--- src/rtl/dma_word_initiator.sv ---
// dma_word_initiator: turns one read/write command into
// 32-bit word transactions on the DMA responder ports.
module dma_word_initiator #(
  parameter int LEN_W = 16,
  parameter int DEPTH = 4
) (
  input  logic             CLK,
  input  logic             RST,
  input  logic             cmd_valid,
  output logic             cmd_ready,
  input  logic             cmd_write,
  input  logic [31:0]      cmd_handle,
  input  logic [31:0]      cmd_addr,
  input  logic [LEN_W-1:0] cmd_words,
  output logic             en_readrequest,
  input  logic             rdy_readrequest,
  output logic [31:0]      readrequest_addr,
  output logic [31:0]      readrequest_handle,
  output logic             en_readresponse,
  input  logic             rdy_readresponse,
  input  logic [31:0]      readresponse_data,
  output logic             en_write32,
  output logic [31:0]      write32_addr,
  output logic [31:0]      write32_handle,
  output logic [31:0]      write32_data,
  output logic [3:0]       write32_byteenable,
  output logic             rd_data_valid,
  input  logic             rd_data_ready,
  output logic [31:0]      rd_data,
  input  logic             wr_data_valid,
  output logic             wr_data_ready,
  input  logic [31:0]      wr_data,
  output logic             busy,
  output logic             done
);

  localparam int AW = $clog2(DEPTH);
  localparam int CW = LEN_W + 1;
  localparam logic [CW:0] DEPTH_C = (CW+1)'(DEPTH);

  typedef enum logic [1:0] {
    S_IDLE,
    S_READ,
    S_WRITE,
    S_DONE
  } state_t;

  state_t        state;
  logic [31:0]   cur_handle;
  logic [31:0]   cur_addr;
  logic [CW-1:0] remaining;
  logic [CW-1:0] issued;
  logic [CW-1:0] received;
  logic [CW-1:0] delivered;

  logic [31:0]   mem [DEPTH];
  logic [AW-1:0] wptr;
  logic [AW-1:0] rptr;
  logic [AW:0]   fcount;

  logic [CW-1:0] outstanding;
  logic [CW:0]   credit;
  logic          in_idle;
  logic          in_read;
  logic          in_write;
  logic          push;
  logic          pop;

  assign in_idle  = (state == S_IDLE);
  assign in_read  = (state == S_READ);
  assign in_write = (state == S_WRITE);

  // Reads in flight plus buffered words never exceed the FIFO size.
  assign outstanding = issued - received;
  assign credit = {1'b0, outstanding}
                + {{(CW-AW){1'b0}}, fcount};

  assign en_readrequest = in_read && rdy_readrequest
                       && (issued < remaining)
                       && (credit < DEPTH_C);
  assign en_readresponse = in_read && rdy_readresponse
                        && (outstanding != '0);

  assign push = en_readresponse;
  assign pop  = rd_data_valid && rd_data_ready;

  assign readrequest_addr   = cur_addr;
  assign readrequest_handle = cur_handle;

  assign rd_data_valid = (fcount != '0);
  assign rd_data = rd_data_valid ? mem[rptr] : '0;

  assign wr_data_ready      = in_write;
  assign en_write32         = in_write && wr_data_valid;
  assign write32_addr       = cur_addr;
  assign write32_handle     = cur_handle;
  assign write32_data       = in_write ? wr_data : '0;
  assign write32_byteenable = 4'hf;

  assign cmd_ready = in_idle && RST;
  assign busy      = !in_idle;
  assign done      = (state == S_DONE);

  // Command sequencing, address walk and word counters.
  always_ff @(posedge CLK or negedge RST) begin
    if (!RST) begin
      state      <= S_IDLE;
      cur_handle <= '0;
      cur_addr   <= '0;
      remaining  <= '0;
      issued     <= '0;
      received   <= '0;
      delivered  <= '0;
    end else begin
      unique case (state)
        S_IDLE: begin
          if (cmd_valid) begin
            cur_handle <= cmd_handle;
            cur_addr   <= cmd_addr;
            remaining  <= {1'b0, cmd_words};
            issued     <= '0;
            received   <= '0;
            delivered  <= '0;
            if (cmd_words == '0)
              state <= S_DONE;
            else if (cmd_write)
              state <= S_WRITE;
            else
              state <= S_READ;
          end
        end
        S_READ: begin
          if (en_readrequest) begin
            issued   <= issued + CW'(1);
            cur_addr <= cur_addr + 32'd4;
          end
          if (push)
            received <= received + CW'(1);
          if (pop) begin
            delivered <= delivered + CW'(1);
            if (delivered + CW'(1) == remaining)
              state <= S_DONE;
          end
        end
        S_WRITE: begin
          if (en_write32) begin
            issued   <= issued + CW'(1);
            cur_addr <= cur_addr + 32'd4;
            if (issued + CW'(1) == remaining)
              state <= S_DONE;
          end
        end
        S_DONE: state <= S_IDLE;
        default: state <= S_IDLE;
      endcase
    end
  end

  // Read FIFO pointers and occupancy.
  always_ff @(posedge CLK or negedge RST) begin
    if (!RST) begin
      wptr   <= '0;
      rptr   <= '0;
      fcount <= '0;
    end else begin
      if (push)
        wptr <= wptr + AW'(1);
      if (pop)
        rptr <= rptr + AW'(1);
      unique case ({push, pop})
        2'b10:   fcount <= fcount + (AW+1)'(1);
        2'b01:   fcount <= fcount - (AW+1)'(1);
        default: fcount <= fcount;
      endcase
    end
  end

  // Read FIFO storage; contents are don't-care until pushed.
  always_ff @(posedge CLK) begin
    if (push)
      mem[wptr] <= readresponse_data;
  end

endmodule

--- config.mk ---
export PLATFORM = sky130hd
export DESIGN_NAME = dma_word_initiator
export DESIGN_NICKNAME = d
export VERILOG_FILES = /design/src/rtl/dma_word_initiator.sv
export SDC_FILE = /design/constraint.sdc
export NUM_CORES = 1
export LEC_CHECK = 0
export CELL_PAD_IN_SITES_DETAIL_PLACEMENT = 1
export CELL_PAD_IN_SITES_GLOBAL_PLACEMENT = 2
export CORE_MARGIN = 2
export CORE_UTILIZATION = 25
export CTS_CLUSTER_SIZE = 10
export DETAILED_ROUTE_END_ITERATION = 12
export MAX_ROUTING_LAYER = met4
export PLACE_DENSITY_LB_ADDON = 0.1
export SKIP_CTS_REPAIR_TIMING = 1
export SLEW_MARGIN = 20
export SYNTH_ARGS = -nofsm -noshare
export SYNTH_HDL_FRONTEND = slang
export SYNTH_SLANG_ARGS = --single-unit
--- constraint.sdc ---
create_clock -name CLK -period 12.5 [get_ports CLK]
set_input_delay 1.875 -clock CLK [delete_from_list [all_inputs] [get_ports CLK]]
set_output_delay 1.875 -clock CLK [all_outputs]
set_load 0.005 [all_outputs]
==> run_results.csv, run 1 <==
group,metric,value,unit
sta,setup_viol,0,
sta,slew_viol_final,0,
power,switching_power,2.06,mW
logic_synthesis,ys_seq_elements,268,
global_routing,grt_pass1_vias,12600,
power,total_leakage_power,7.72,nW
final_layout,layout_common_cells,"350 x clkdlybuf4s50_1, 139 x dfrtp_1, 128 x edfxtp_1",
final_layout,area_growth,32.9,%
sta,max_freq,147,MHz
floorplan,die_area,63100,sq um
logic_synthesis,yosysUniqueCellTypes,79,
critical_path,worstSetupPathType,"flop to output port",
global_routing,grt_pass1_wl,77.5,mm
flow_run,maxCapViolCount,0,
clock_network,h-tree-depth,2,
final_layout,final_cell_count_no_fill,2477,
floorplan,design.core.area,60400,sq um
sta,hold_viol_final,0,
clock_network,cts_buffers,37,
sta,max-slew-margin-rel,36.8,%
global_routing,grt_max_degree,82,
logic_synthesis,synth-edff-count,128,
critical_path,arrival,4.91,ns
sta,fin_skew,0.00905,ns
floorplan,die_x,251,um
routing,vias_per_cell,4.75,
sta,timing.hold.ws,0.505,ns
clock_network,clockBufferDepth,3,
sta,min_period,6.79,ns
logic_synthesis,yosysSeqAreaShare,48.1,%
routing,totalWireLength,49.6,mm
clock_network,cts_tree,"done",
power,p_comb_share,51.8,%
placement,io_buffer_count,351,
routing,drcViolationCount,0,
global_routing,antenna_found_initial,1,
placement,routabilityCongestion,0.770,
clock_network,clkTransAtPathRegs,0.05,ns
critical_path,start_kind,"flop",
global_routing,grt_use_total,16.2,%
clock_network,clock-root-buffer,"clkbuf_16",
logic_synthesis,syn_area,15300,sq um
clock_network,clock_latency,0.55,ns
logic_synthesis,synth.avg_cell_area,10.9,sq um
sta,worstMarginPinSlew,0.939,ns
power,power_density,256,nW/um^2
routing,routedWlPerCell,20.0,um
clock_network,cts_sinks,268,
routing,postRouteAntennaNets,0,
final_layout,fillCellCount,6635,
routing,dr.pass1.iters,5,
sta,finalSetupTns,0,ns
power,ir_worst_vdd,0.000128,V
floorplan,dieHeight,251,um
logic_synthesis,synth_ff_type,"dfrtp_1",
power,p_total,5.20,mW
min_path,min_path_type,"flop to flop",
floorplan,num_rows,90,
critical_path,critical_path_required,10.62,ns
logic_synthesis,syn_inst,1403,
critical_path,worstPathMaxFanout,6,
final_layout,final_common_cell,"clkdlybuf4s50_1",
placement,placed_cells,2412,
logic_synthesis,yosysWarningCount,0,
power,p_seq_share,28.2,%
floorplan,start_util,25.3,%
power,internal-power,3.14,mW
global_routing,overflow,0,
sta,timing.final.crit_share,54.3,%
placement,post-dp-hpwl,35.5,mm
status,status,"completed",
critical_path,cp-end-kind,"output port",
final_layout,final_nets,1871,
logic_synthesis,async_flop_share,52.2,%
floorplan,io_pins,356,
final_layout,drive_above_1_share,10.9,%
power,switching_share,39.6,%
final_layout,finish.utilization,33.6,%
routing,drt_iter0_drc,374,
power,p_clk_share,20.0,%
sta,rsz0062_at_grt,"false",
routing,vias,11800,
sequential cells by signal, indices dropped and copies added, names as in the netlist:
name                cells
rptr                    2
delivered              17
received               17
issued                 17
wptr                    2
fcount                  3
readrequest_handle     32
mem                   128
readrequest_addr       32
remaining              16
state                   2
cell usage after synthesis, drive strengths merged, types with 5 or more instances:
cell | count | area [sq um]
a2111oi | 7 | 86.3
a211o | 22 | 193
a211oi | 5 | 42.5
a21o | 17 | 128
a21oi | 33 | 165
a22o | 10 | 87.6
a31o | 6 | 52.6
a31oi | 7 | 43.8
and2 | 70 | 438
and3 | 19 | 119
buf | 89 | 634
clkbuf | 58 | 220
dfrtp | 140 | 3500
edfxtp | 128 | 3840
ha | 48 | 601
inv | 66 | 248
mux2 | 49 | 552
mux2i | 15 | 150
mux4 | 32 | 721
nand2 | 108 | 405
nand2b | 8 | 50.1
nand3 | 87 | 435
nand4 | 30 | 188
nor2 | 50 | 188
nor2b | 6 | 37.5
nor3 | 29 | 145
nor4 | 26 | 163
nor4b | 10 | 93.8
o211ai | 6 | 50.1
o21ai | 56 | 280
or2 | 11 | 68.8
or3 | 11 | 68.8
or4 | 7 | 52.6
xnor2 | 54 | 473
xor2 | 18 | 158
logic make-up (layout without fill, tap and decap cells):
logic type	count (synthesis)	count (layout)	synth area share, %
AO/OA/AOI/OAI	211	211	9.84
flip-flops	268	268	48.1
AND/OR/NAND/NOR	491	491	17.1
multiplexers	96	96	9.32
buffers and inverters	214	502	7.25
other	1	5	0.0246
XOR/XNOR	72	72	4.13
adder cells (fa/ha/maj)	50	50	4.20
layer usage:
metal	track usage (%)	up-vias	wire length (um)	part of all wire, %
met2	26.5	235	23800	48
li1	-	5597	-	-
met3	3.01	48	2260	4.6
met1	21.0	5892	22800	46
met5	-	-	0	0
met4	3.76	0	762	1.5
layout make-up:
| cell class | count | area (sq um) | share of cell area, % |
|---|---|---|---|
| antenna | 1 | 2.50 | 0.0123 |
| clock buffer | 54 | 1040 | 5.13 |
| clock inverter | 10 | 148 | 0.728 |
| inverter | 67 | 251 | 1.24 |
| multi-input combinational | 924 | 6850 | 33.8 |
| sequential | 268 | 7350 | 36.2 |
| tap | 782 | 978 | 4.82 |
| timing repair buffer | 371 | 3660 | 18.1 |
stage by stage:
step	cell area, sq um	worst slack, ns
final	20300	5.71
after floorplan	15300	7.34
after global placement	19100	6.15
after global routing	20300	5.29
after detailed placement	19100	6.06
after CTS	20300	5.67
power groups by stage:
stage	sequential [mW]	combinational [mW]	clock (mW)
finish	1.47	2.69	1.04
global route	1.52	2.99	1.11
CTS	1.48	2.75	1.08
detailed placement	1.49	2.74	0
global placement	1.49	2.71	0
floorplan	1.35	1.74	0
final timing paths:
kind,startpoint,endpoint,slack (ns),cells after the start
setup / recovery,issued[0],en_readresponse,5.71,12
hold / removal,fcount[2],fcount[2],0.51,1
setup reg to reg,issued[0],readrequest_addr[30],7.47,14
hold reg to reg,fcount[2],fcount[2],0.51,1
max in group asynchronous,RST,readrequest_handle[18],9.95,2
min in group asynchronous,RST,readrequest_addr[14],1.33,1
critical path, stage by stage (launching register included):
cell,delay [ns]
dfrtp_1,0.44
inv_1,0.11
ha_1,0.23
fa_1,0.41
nor2b_1,0.20
o2111ai_1,0.31
and4b_1,0.33
a2111oi_0,0.70
a221o_1,0.29
or3_1,0.14
o31a_1,0.25
and2_0,0.31
clkdlybuf4s50_1,0.66
Note: power is estimated with default switching activity, not from simulation.
==> run 2, diff against run 1 <==
Clock period 12.5 ns to 5.9 ns, I/O delays scaled along.
==> run 2 against run 1 <==
- design area is 0.32% higher
- non-clock buffer count is 5 higher
- cell count is 0.44% higher
- combinational power is 110% higher
- sequential share of layout area is 0.12 points lower
- setup slack worse by 5.3 ns
- global-route usage is 0.28 points higher
- worst hold slack worse by 0.27 ns
- first-iteration DRC count is 16% higher
- count of clock-buffer cells in the layout stayed put
- via count is 0.28% lower
- critical path type unchanged
- largest power group unchanged
==> run_results.csv, run 2 (same netlist as run 1, synthesis figures left out) <==
group,metric,value,unit
routing,drt_iter0_drc,433,
floorplan,design.core.area,60400,sq um
floorplan,io_pins,356,
critical_path,worstPathMaxFanout,11,
placement,placed_area,19100,sq um
sta,max_freq,182,MHz
routing,routedWlPerCell,20.2,um
critical_path,start_kind,"flop",
critical_path,crit_chain,"ha_1 -> a21oi_1 -> o211ai_1 -> a21o_1 -> or3_1 -> a221o_1 -> or3_1 -> o31a_1 -> and2_0 -> clkdlybuf4s50_1",
placement,dp_slack,0.779,ns
sta,timing.final.crit_share,93.1,%
critical_path,endpoint,"en_readresponse",
global_routing,overflow,0,
critical_path,reg2reg_from,"received[2]",
clock_network,clock_latency,0.55,ns
final_layout,final-seq-area,7350,sq um
critical_path,slowest_delay,0.54,ns
final_layout,top_register,"mem",
status,status,"completed",
sta,slew_viol_final,0,
critical_path,r2r_setup_slack,1.10,ns
sta,timing.hold.ws,0.234,ns
final_layout,fillCellCount,6634,
final_layout,post-route-cell-area,20400,sq um
critical_path,crit_family,"compound AO/OA/AOI/OAI gates",
final_layout,layout_common_cells,"350 x clkdlybuf4s50_1, 139 x dfrtp_1, 128 x edfxtp_1",
placement,placed_cells,2417,
floorplan,start_util,25.3,%
placement,io_buffer_count,351,
final_layout,final_nets,1876,
critical_path,slowest_stage,"clkdlybuf4s50_1",
critical_path,crit_buf_inv,1,
floorplan,die_x,251,um
sta,rsz0062_at_grt,"false",
routing,vias,11700,
floorplan,die_area,63100,sq um
global_routing,grt_pass1_vias,12900,
sta,hold_viol_final,0,
sta,max-slew-margin-rel,34.9,%
final_layout,drive_above_1_share,11.3,%
critical_path,critPathLaunch,"issued[10]",
clock_network,cts_buffers,37,
critical_path,critical_path_required,5.02,ns
global_routing,grt_max_degree,67,
critical_path,cp_common_cell,"or3_1",
clock_network,cts_tree,"done",
routing,totalWireLength,50.3,mm
final_layout,final_common_cell,"clkdlybuf4s50_1",
clock_network,clkTransAtPathRegs,0.06,ns
sta,worstMarginPinSlew,0.976,ns
global_routing,grt_use_total,16.5,%
routing,drcViolationCount,0,
routing,postRouteAntennaNets,0,
min_path,min_path_type,"primary input to async pin",
clock_network,cts_sinks,268,
routing,vias_per_cell,4.72,
global_routing,grt_pass1_wl,78.7,mm
power,power_density,545,nW/um^2
sta,min_period,5.49,ns
critical_path,arrival,4.61,ns
final_layout,largest_reg_flops,128,
power,p_total,11.1,mW
routing,dr.pass1.iters,5,
clock_network,clockBufferDepth,3,
critical_path,reg2reg_depth,13,
placement,routabilityCongestion,0.767,
final_layout,multi_input_area,6870,sq um
final_layout,final_cell_count_no_fill,2488,
power,ir_worst_vdd,0.000263,V
sta,fin_skew,0.0245,ns
placement,post-dp-hpwl,35.9,mm
clock_network,clock-root-buffer,"clkbuf_16",
sta,finalSetupTns,0,ns
floorplan,num_rows,90,
critical_path,r2r-end,"readrequest_addr[17]",
sta,setup_viol,0,
critical_path,cp-end-kind,"output port",
critical_path,worst-path-stages,10,
power,total_leakage_power,7.74,nW
floorplan,dieHeight,251,um
sta,worst_slack,0.410,ns
final_layout,finish.utilization,33.7,%
critical_path,worstSetupPathType,"flop to output port",
global_routing,antenna_found_initial,3,
final_layout,area_growth,33.3,%
flow_run,maxCapViolCount,0,
clock_network,h-tree-depth,2,
-- run 2: metal layers --
metal	up-vias	GRT usage, %	routed length [um]
met5	-	-	0
met4	0	3.84	734
met3	44	3.26	2320
met2	245	27.4	24400
met1	5843	20.8	22800
li1	5607	-	-
-- run 2: worst min path at each step --
stage / from / end / slack (ns) / cells after the start
floorplan: fcount[2] / fcount[2] / 0.46 / 1
global placement: rptr[1] / rptr[1] / 0.46 / 1
detailed placement: rptr[1] / rptr[1] / 0.47 / 1
CTS: RST / received[13] / 0.21 / 1
global route: RST / received[13] / 0.23 / 1
finish: RST / received[13] / 0.23 / 1
-- run 2: final cells by class --
cell class	count	area share (%)
multi-input cells	924	33.7
diodes	4	0.0492
well taps	782	4.81
repair buffers	376	18.2
clock inverters	13	0.855
flip-flops and latches	268	36.1
inverters	67	1.24
clock buffers	54	5.01
-- run 2: where the power goes --
| group | switching [mW] | internal [mW] | total (mW) |
|---|---|---|---|
| combinational | 2.87 | 2.89 | 5.76 |
| sequential | 0.659 | 2.44 | 3.10 |
| clock | 0.877 | 1.34 | 2.22 |
==> variant, RTL diff (flow settings as in run 2) <==
Re-encode `state_t` (4 states) as one-hot, 4 bits wide.
--- a/src/rtl/dma_word_initiator.sv
+++ b/src/rtl/dma_word_initiator.sv
@@ -38,11 +38,11 @@
   localparam int CW = LEN_W + 1;
   localparam logic [CW:0] DEPTH_C = (CW+1)'(DEPTH);
 
-  typedef enum logic [1:0] {
-    S_IDLE,
-    S_READ,
-    S_WRITE,
-    S_DONE
+  typedef enum logic [3:0] {
+    S_IDLE  = 4'b0001,
+    S_READ  = 4'b0010,
+    S_WRITE = 4'b0100,
+    S_DONE  = 4'b1000
   } state_t;
 
   state_t        state;
Function: no difference found for any inputs over 4 cycles, from zero or initial values and one cycle with RST low; so few cycles prove little.
==> variant against run 2 <==
- setup slack improved by 0.096 ns
- sequential cell count is 2 higher
- total power is 11% lower
- wire length grew 6.6%
- synthesized area shrank 1.3%
- design area down 1.6%
- global-route usage grew 1.1 points
- die area fell by 1.2%
- clock power shrank 8%
- highest routed layer unchanged
==> variant: results <==
export IMPL_outcome="finished clean"
export IMPL_grt_use_total_pct=17.63
export IMPL_slowest_stage="or4_1"
export IMPL_vdd_drop_max_uv=195.4
export IMPL_wirelength_um=53600
export IMPL_instances_no_fill=2545
export IMPL_critical_path_peak_fanout=18
export IMPL_yosysSeqAreaShare_pct=49.08
export IMPL_final_nets=1930
export IMPL_grt_pass1_wl_um=82320
export IMPL_worst_slew_pin_slew_ns=1.168
export IMPL_critPathTopFamily="simple AND/OR/NAND/NOR gates"
export IMPL_synth_common_cells="185 x nand2_1, 141 x dfrtp_1, 128 x edfxtp_1, 79 x nor2_1, 76 x and2_1"
export IMPL_grt_max_degree=58
export IMPL_largest_reg_flops=128
export IMPL_htree_num_levels=2
export IMPL_power_switching_mw=3.891
export IMPL_routabilityCongestion=0.8174
export IMPL_p_leak_nw=7.802
export IMPL_io_buffers=351
export IMPL_drtIter0Drc=461
export IMPL_worst_endpoint_arrival_ns=4.51
export IMPL_antenna_found_initial=1
export IMPL_syn_instance_count=1459
export IMPL_async_flop_share_pct=52.59
export IMPL_skew_ns=0.03660
export IMPL_synth_cell_type_count=75
export IMPL_drt_pass1_iterations=4
export IMPL_post_dp_hpwl_um=38850
export IMPL_numCtsBuffers=36
export IMPL_drt_vias_per_instance=4.827
export IMPL_fillers=6691
export IMPL_drive_gt1_share_pct=7.443
export IMPL_grt_pass1_vias=13297
export IMPL_post_place_ws_ns=1.057
export IMPL_synthTopCellsByArea="edfxtp_1 26%, dfrtp_1 23%, mux4_2 4.8%, nand2_1 4.6%, ha_1 3.6%"
## variant: cell count changes in the layout (fill, tap and decap cells not counted), sizes merged, moves of 12 or more
cell,change
nor2,+29
nand3,-34
nand2,+78
nor4,-14
nand4,-12
mux2,-47
a21oi,+40
a211o,-18
and3,+13
a31oi,+22
o31ai,+32
o22a,+12
## variant: worst paths after layout
kind                            cells after the start                  start               endpoint  slack (ns)
worst min register to register                      2  readrequest_handle[8]  readrequest_handle[8]        0.51
worst min-delay path                                1                    RST    readrequest_addr[5]        0.24
worst max register to register                     15              issued[5]              fcount[2]        1.28
max in group asynchronous                           2                    RST              fcount[1]        4.51
worst max-delay path                               10              issued[5]        en_readresponse        0.51
min in group CLK                                    2  readrequest_handle[8]  readrequest_handle[8]        0.51
## variant: kinds of logic after synthesis
kind of cell | share of synthesized area [%]
buffers and inverters | 6.956
AND/OR/NAND/NOR | 18.17
adder cells (fa/ha/maj) | 3.835
other | 0.02488
XOR/XNOR | 3.951
multiplexers | 5.263
AO/OA/AOI/OAI | 12.72
flip-flops | 49.08
## variant: metal layers
layer	track usage (%)	vias up	wire, um
met2	29.41	328	26040
met4	5.611	0	1464
met5	-	-	0
met1	21.78	6114	23810
met3	2.972	64	2283
li1	-	5778	-
## variant: stage by stage
stage / area, sq um / hold slack [ns]
2_1_floorplan: 15080 / 0.4612
3_3_place_gp: 18940 / 0.4879
3_5_place_dp: 18940 / 0.5003
4_1_cts: 20010 / 0.2317
5_1_grt: 20020 / 0.2551
6_report: 20020 / 0.2415
## variant: power groups by stage
| stage | sequential [mW] | clock (mW) | combinational [mW] |
|---|---|---|---|
| after floorplan | 2.72 | 0 | 3.05 |
| after global placement | 2.95 | 0 | 5.06 |
| after detailed placement | 2.95 | 0 | 5.06 |
| after CTS | 2.93 | 2.12 | 5.08 |
| after global routing | 3.00 | 2.18 | 5.47 |
| final | 2.91 | 2.04 | 4.96 |
## variant: layout make-up
type,count,area [sq um],share of cell area (%)
clock buffers,53,984.7,4.918
inverters,58,217.7,1.087
multi-input cells,992,6653,33.22
clock inverters,12,87.58,0.4374
well taps,782,978.4,4.887
flip-flops and latches,270,7400,36.96
repair buffers,375,3695,18.45
diodes,3,7.507,0.03749
